[config.mk]
export PLATFORM = sky130hd
export DESIGN_NAME = decision_trail
export DESIGN_NICKNAME = d
export VERILOG_FILES = /design/src/rtl/sat_pkg.sv /design/src/rtl/trail_mem.sv /design/src/rtl/decision_trail.sv
export SDC_FILE = /design/constraint.sdc
export NUM_CORES = 1
export LEC_CHECK = 0
export ABC_AREA = 1
export BUFFER_PORTS_ARGS = -buffer_cell sky130_fd_sc_hd__buf_2
export CELL_PAD_IN_SITES_DETAIL_PLACEMENT = 0
export CELL_PAD_IN_SITES_GLOBAL_PLACEMENT = 1
export CORE_MARGIN = 10
export CORE_UTILIZATION = 48
export CTS_CLUSTER_SIZE = 30
export DETAILED_ROUTE_END_ITERATION = 7
export PLACE_DENSITY = 0.83
export SYNTH_ARGS = -nofsm -noshare
export SYNTH_HDL_FRONTEND = slang
export SYNTH_HIERARCHICAL = 1
export SYNTH_SLANG_ARGS = --single-unit
[constraint.sdc]
create_clock -name clock -period 8.3 [get_ports clock]
set_input_delay 0.83 -clock clock [delete_from_list [all_inputs] [get_ports clock]]
set_output_delay 0.83 -clock clock [all_outputs]
set_load 0.005 [all_outputs]
[src/rtl/sat_pkg.sv]
// rtl/sat_pkg.sv - shared SAT/BCP sizes, trail entry record and trail FSM encoding
package sat_pkg;

    localparam int VAR_NUM     = 8;
    localparam int VAR_WIDTH   = 3;
    localparam int LEVEL_WIDTH = 4;

    typedef struct packed {
        logic [VAR_WIDTH-1:0]   var_idx;
        logic                   value;
        logic                   is_decision;
        logic [LEVEL_WIDTH-1:0] level;
    } trail_entry_t;

    typedef enum logic [1:0] {
        ST_IDLE = 2'd0,
        ST_POP  = 2'd1,
        ST_DONE = 2'd2
    } trail_state_t;

endpackage

[src/rtl/trail_mem.sv]
// rtl/trail_mem.sv - VAR_NUM-entry trail register file, one write port, one read port, reset-clear
module trail_mem
    import sat_pkg::*;
(
    input  logic                 clock,
    input  logic                 reset,
    input  logic                 wr_en,
    input  logic [VAR_WIDTH-1:0] wr_addr,
    input  trail_entry_t         wr_data,
    input  logic [VAR_WIDTH-1:0] rd_addr,
    output trail_entry_t         rd_data
);

    trail_entry_t mem_q [VAR_NUM];

    always_ff @(posedge clock or posedge reset) begin
        if (reset) begin
            for (int i = 0; i < VAR_NUM; i++) begin
                mem_q[i] <= '0;
            end
        end else if (wr_en) begin
            mem_q[wr_addr] <= wr_data;
        end
    end

    assign rd_data = mem_q[rd_addr];

endmodule

[src/rtl/decision_trail.sv]
// rtl/decision_trail.sv - SAT assignment trail: records assignments, unwinds to a target level on backtrack
module decision_trail
    import sat_pkg::*;
(
    input  logic                   clock,
    input  logic                   reset,
    input  logic                   push_valid,
    output logic                   push_ready,
    input  logic [VAR_WIDTH-1:0]   push_var,
    input  logic                   push_value,
    input  logic                   push_is_decision,
    input  logic                   backtrack_req,
    input  logic [LEVEL_WIDTH-1:0] backtrack_level,
    output logic                   free_valid,
    output logic [VAR_WIDTH-1:0]   free_var,
    input  logic                   free_ready,
    output logic                   backtrack_done,
    output logic [LEVEL_WIDTH-1:0] curr_level,
    output logic [LEVEL_WIDTH-1:0] trail_count,
    output logic [VAR_WIDTH-1:0]   top_var,
    output logic                   top_value,
    output logic                   top_is_decision,
    output logic                   full,
    output logic                   empty,
    output logic                   err
);

    localparam logic [LEVEL_WIDTH-1:0] LVL_ONE  = LEVEL_WIDTH'(1);
    localparam logic [LEVEL_WIDTH-1:0] LVL_FULL = LEVEL_WIDTH'(VAR_NUM);

    trail_state_t           state_q, state_d;
    logic [LEVEL_WIDTH-1:0] count_q, count_d;
    logic [LEVEL_WIDTH-1:0] level_q, level_d;
    logic [LEVEL_WIDTH-1:0] target_q, target_d;
    logic                   err_q, err_d;

    logic                   mem_we;
    trail_entry_t           wr_entry;
    trail_entry_t           top_entry;
    logic [LEVEL_WIDTH-1:0] count_m1;
    logic                   push_blocked;
    logic                   last_pop;

    assign count_m1     = count_q - LVL_ONE;
    assign full         = (count_q == LVL_FULL);
    assign empty        = (count_q == '0);
    assign push_blocked = full || (push_is_decision && (level_q >= LVL_FULL));

    // Levels only grow by one at a decision, so the entry below the top has
    // level <= target exactly when the top is the decision opening target+1.
    assign last_pop = (count_q == LVL_ONE) ||
                      (top_entry.is_decision && ((top_entry.level - LVL_ONE) <= target_q));

    trail_mem u_trail_mem (
        .clock   (clock),
        .reset   (reset),
        .wr_en   (mem_we),
        .wr_addr (count_q[VAR_WIDTH-1:0]),
        .wr_data (wr_entry),
        .rd_addr (count_m1[VAR_WIDTH-1:0]),
        .rd_data (top_entry)
    );

    always_ff @(posedge clock or posedge reset) begin
        if (reset) begin
            state_q  <= ST_IDLE;
            count_q  <= '0;
            level_q  <= '0;
            target_q <= '0;
            err_q    <= 1'b0;
        end else begin
            state_q  <= state_d;
            count_q  <= count_d;
            level_q  <= level_d;
            target_q <= target_d;
            err_q    <= err_d;
        end
    end

    always_comb begin
        state_d              = state_q;
        count_d              = count_q;
        level_d              = level_q;
        target_d             = target_q;
        err_d                = err_q;
        mem_we               = 1'b0;
        wr_entry.var_idx     = push_var;
        wr_entry.value       = push_value;
        wr_entry.is_decision = push_is_decision;
        wr_entry.level       = push_is_decision ? (level_q + LVL_ONE) : level_q;
        push_ready           = 1'b0;
        free_valid           = 1'b0;
        backtrack_done       = 1'b0;

        case (state_q)
            ST_IDLE: begin
                push_ready = !full && !backtrack_req;
                if (backtrack_req) begin
                    target_d = backtrack_level;
                    state_d  = (backtrack_level >= level_q) ? ST_DONE : ST_POP;
                end else if (push_valid) begin
                    if (push_blocked) begin
                        err_d = 1'b1;
                    end else begin
                        mem_we  = 1'b1;
                        count_d = count_q + LVL_ONE;
                        level_d = wr_entry.level;
                    end
                end
            end
            ST_POP: begin
                free_valid = 1'b1;
                if (free_ready) begin
                    count_d = count_m1;
                    if (last_pop) begin
                        state_d = ST_DONE;
                    end
                end
            end
            ST_DONE: begin
                backtrack_done = 1'b1;
                level_d        = (target_q < level_q) ? target_q : level_q;
                state_d        = ST_IDLE;
            end
            default: begin
                state_d = ST_IDLE;
            end
        endcase
    end

    assign free_var        = free_valid ? top_entry.var_idx : '0;
    assign curr_level      = level_q;
    assign trail_count     = count_q;
    assign top_var         = top_entry.var_idx;
    assign top_value       = top_entry.value;
    assign top_is_decision = top_entry.is_decision;
    assign err             = err_q;

endmodule

==> results_dict.tcl <==
set metrics [dict create \
    grt_antenna_before_repair 0 \
    ys_async_sr_fraction 1.000 \
    final_antenna_net_count 0 \
    fin_tns_setup_ns 0 \
    ios 36 \
    cts_max_level 3 \
    ctsRootBufferMaster "clkbuf_8" \
    pwr-share-comb 0.570 \
    netlist.area_leader.share 0.4390 \
    path_max_fanout 20 \
    numClockSinks 87 \
    fin_skew_ns 0.01314 \
    grt_pass1_wl_um 20480 \
    core-area_um2 10180 \
    fmax_mhz 299.4 \
    yosysSeqAreaShare 0.4390 \
    drt_iter0_drc 314 \
    cp-start-kind "flop" \
    sw_frac_of_total 0.4775 \
    ys.flop_type "dfrtp_1" \
    netSwitchingPower_mw 1.102 \
    clk_pin_slew_worst_paths_ns 0.09 \
    hold_violations 0 \
    synthesis.nets 709 \
    die-area_um2 14800 \
    die_height_um 121.7 \
    nets 740 \
    p_seq_frac 0.308 \
    wl_um 12010 \
    tritoncts.num_buffers 9 \
    drc 0 \
    rsz0062_at_grt "false" \
    drv_slew 0 \
    clk_latency_ns 0.36 \
    max-vdd-ir-drop_mv 0.2400 \
    hold_path.class "reg -> reg" \
    post_cts_buffers 0 \
    hpwl_um 8343 \
    area_delta_synth_final_pct 8.249 \
    r2r_cells 21 \
    netlist_area_um2 4960 \
    fin_crit_sh 0.4024 \
    place_ws_ns 5.142 \
    drive_gt1_frac 0.1195 \
    postLayoutSetupSlackWorst_ns 4.960 \
    diodes 0 \
    fin_crit_ns 3.340 \
    groute.usage.overall 0.1727 \
    power.share.clock 0.121 \
    yosys_register_bits 87 \
    path_class "reg -> out" \
    worst_ep_required_time_ns 7.47 \
    floorplan.initialDensity 0.4870 \
    first_pass_iters 5 \
    std_cell_rows 37 \
    slew-limit-headroom 0.3818 \
    synthCells 678 \
    ys_top_cells_by_area "dfrtp_1 (44%), nand2_1 (18%), inv_1 (8.9%)" \
    wl_per_cell_um 14.18 \
    syn_avg_cell_area_um2 7.315 \
    gr-total-overflow 0 \
    grt_max_degree 73 \
    synth_enable_flop_cells 0 \
    yosysWarnings 6 \
    final.fill_count 1039 \
    place.gp.congestion 0.8244 \
    setup_viol 0 \
    power_density_nw_per_um2 429.9 \
    holdBufCountCts 0 \
    via_per_inst 4.896 \
    crit_arrival_ns 2.51 \
    cp-end-kind "output pin" \
    cts_resized 0 \
    whs_path_depth 1 \
    port_buffers 35 \
    vias 4147 \
    status "finished, final reports clean" \
    power.leakage_nw 2.901 \
    cap_violations 0 \
    die_x_um 121.7 \
    clockBufferDepth 2 \
    post_synth_num_cell_types 33 \
    cts_tree "done" \
    yosys.area.top_type "dfrtp_1" \
    p_int_mw 1.206 \
    grt_pass1_vias 4062 \
    tightest_slew_ns 0.9273 \
]
synthesized netlist by cell type, types with 2 or more instances:
master and count:
a21oi_1 6, buf_2 9, buf_6 6, clkbuf_1 2
dfrtp_1 87, ha_1 17, inv_1 118, inv_2 8
nand2_1 242, nand2_2 11, nand3_1 44, nand3_2 3
nor2_1 15, nor2_2 3, nor2_4 2, o21ai_0 45
o21ai_1 37, xor2_1 8
layer usage:
| metal | track usage | part of all wire |
|---|---|---|
| met3 | 0.02451 | 0.029 |
| met5 | 0 | 0 |
| met4 | 0.06557 | 0.017 |
| met2 | 0.2723 | 0.46 |
| met1 | 0.2359 | 0.49 |
cell families (layout without fill, tap and decap cells):
group,Yosys count,after routing,synth area share
XOR/XNOR,9,9,0.01589
flip-flops,87,87,0.4390
AO/OA/AOI/OAI,93,93,0.09915
AND/OR/NAND/NOR,326,326,0.2803
buffers and inverters,146,179,0.1229
adder cells (fa/ha/maj),17,17,0.04289
cell usage in the layout, fill, tap and decap left out, types with 2 or more instances in the layout:
cell type  count
nand2_1      242
inv_1        117
dfrtp_1       87
o21ai_0       45
nand3_1       44
o21ai_1       37
buf_2         35
ha_1          17
nor2_1        15
nand2_2       11
inv_2          9
clkbuf_8       9
xor2_1         8
a21oi_1        6
buf_4          4
nand3_2        3
nor2_2         3
nor2_4         2
clkbuf_1       2
path summary, 6_finish.rpt:
kind / from / to / slack [ns]
max: trail_count[0] / free_var[2] / 4.96
min: err / err / 0.48
max reg2reg: trail_count[0] / state_q[0] / 5.13
min reg2reg: err / err / 0.48
max in group asynchronous: reset / u_trail_mem/mem_q[30] / 6.95
min in group asynchronous: reset / trail_count[3] / 0.54
power groups by stage:
stage               sequential, mW  combinational (mW)  clock, mW
floorplan                    0.690               0.992          0
global placement             0.712                1.30          0
detailed placement           0.719                1.33          0
CTS                          0.711                1.34      0.289
global route                 0.735                1.55      0.305
finish                       0.711                1.32      0.280
worst max-delay path, stage by stage (launching register included):
cell and delay [ns]:
dfrtp_1 0.55, inv_1 0.11, ha_1 0.31, inv_1 0.04, buf_4 0.20, inv_2 0.31
nand3_1 0.13, nand2_1 0.09, nand2_1 0.05, nand2_1 0.09, inv_1 0.05, nor2_1 0.08
buf_2 0.13
stage by stage:
stage	hold slack (ns)	utilization	cell area [um^2]	power [mW]	cells
final	0.4773	0.5272	5369	2.308	847
after global routing	0.5112	0.5272	5369	2.590	847
after CTS	0.4825	0.5272	5369	2.335	847
after detailed placement	0.4508	0.5108	5202	2.045	834
after global placement	0.4508	0.5108	5202	2.017	834
after floorplan	0.4530	-	4960	1.682	678
area by class of cell:
type / count / area, um^2 / share of cell area
inverters: 127 / 476.7 / 0.08879
flip-flops and latches: 87 / 2177 / 0.4055
repair buffers: 39 / 205.2 / 0.03822
multi-input cells: 445 / 2173 / 0.4048
well taps: 136 / 170.2 / 0.03169
clock buffers: 11 / 131.4 / 0.02447
clock inverters: 2 / 35.03 / 0.006525
flip-flops by register name, indices dropped and copies added, names as in the netlist:
register	count
curr_level	4
u_trail_mem/mem_q	72
err	1
trail_count	4
state_q	2
target_q	4
No activity file was read; power rests on OpenSTA's default activity.
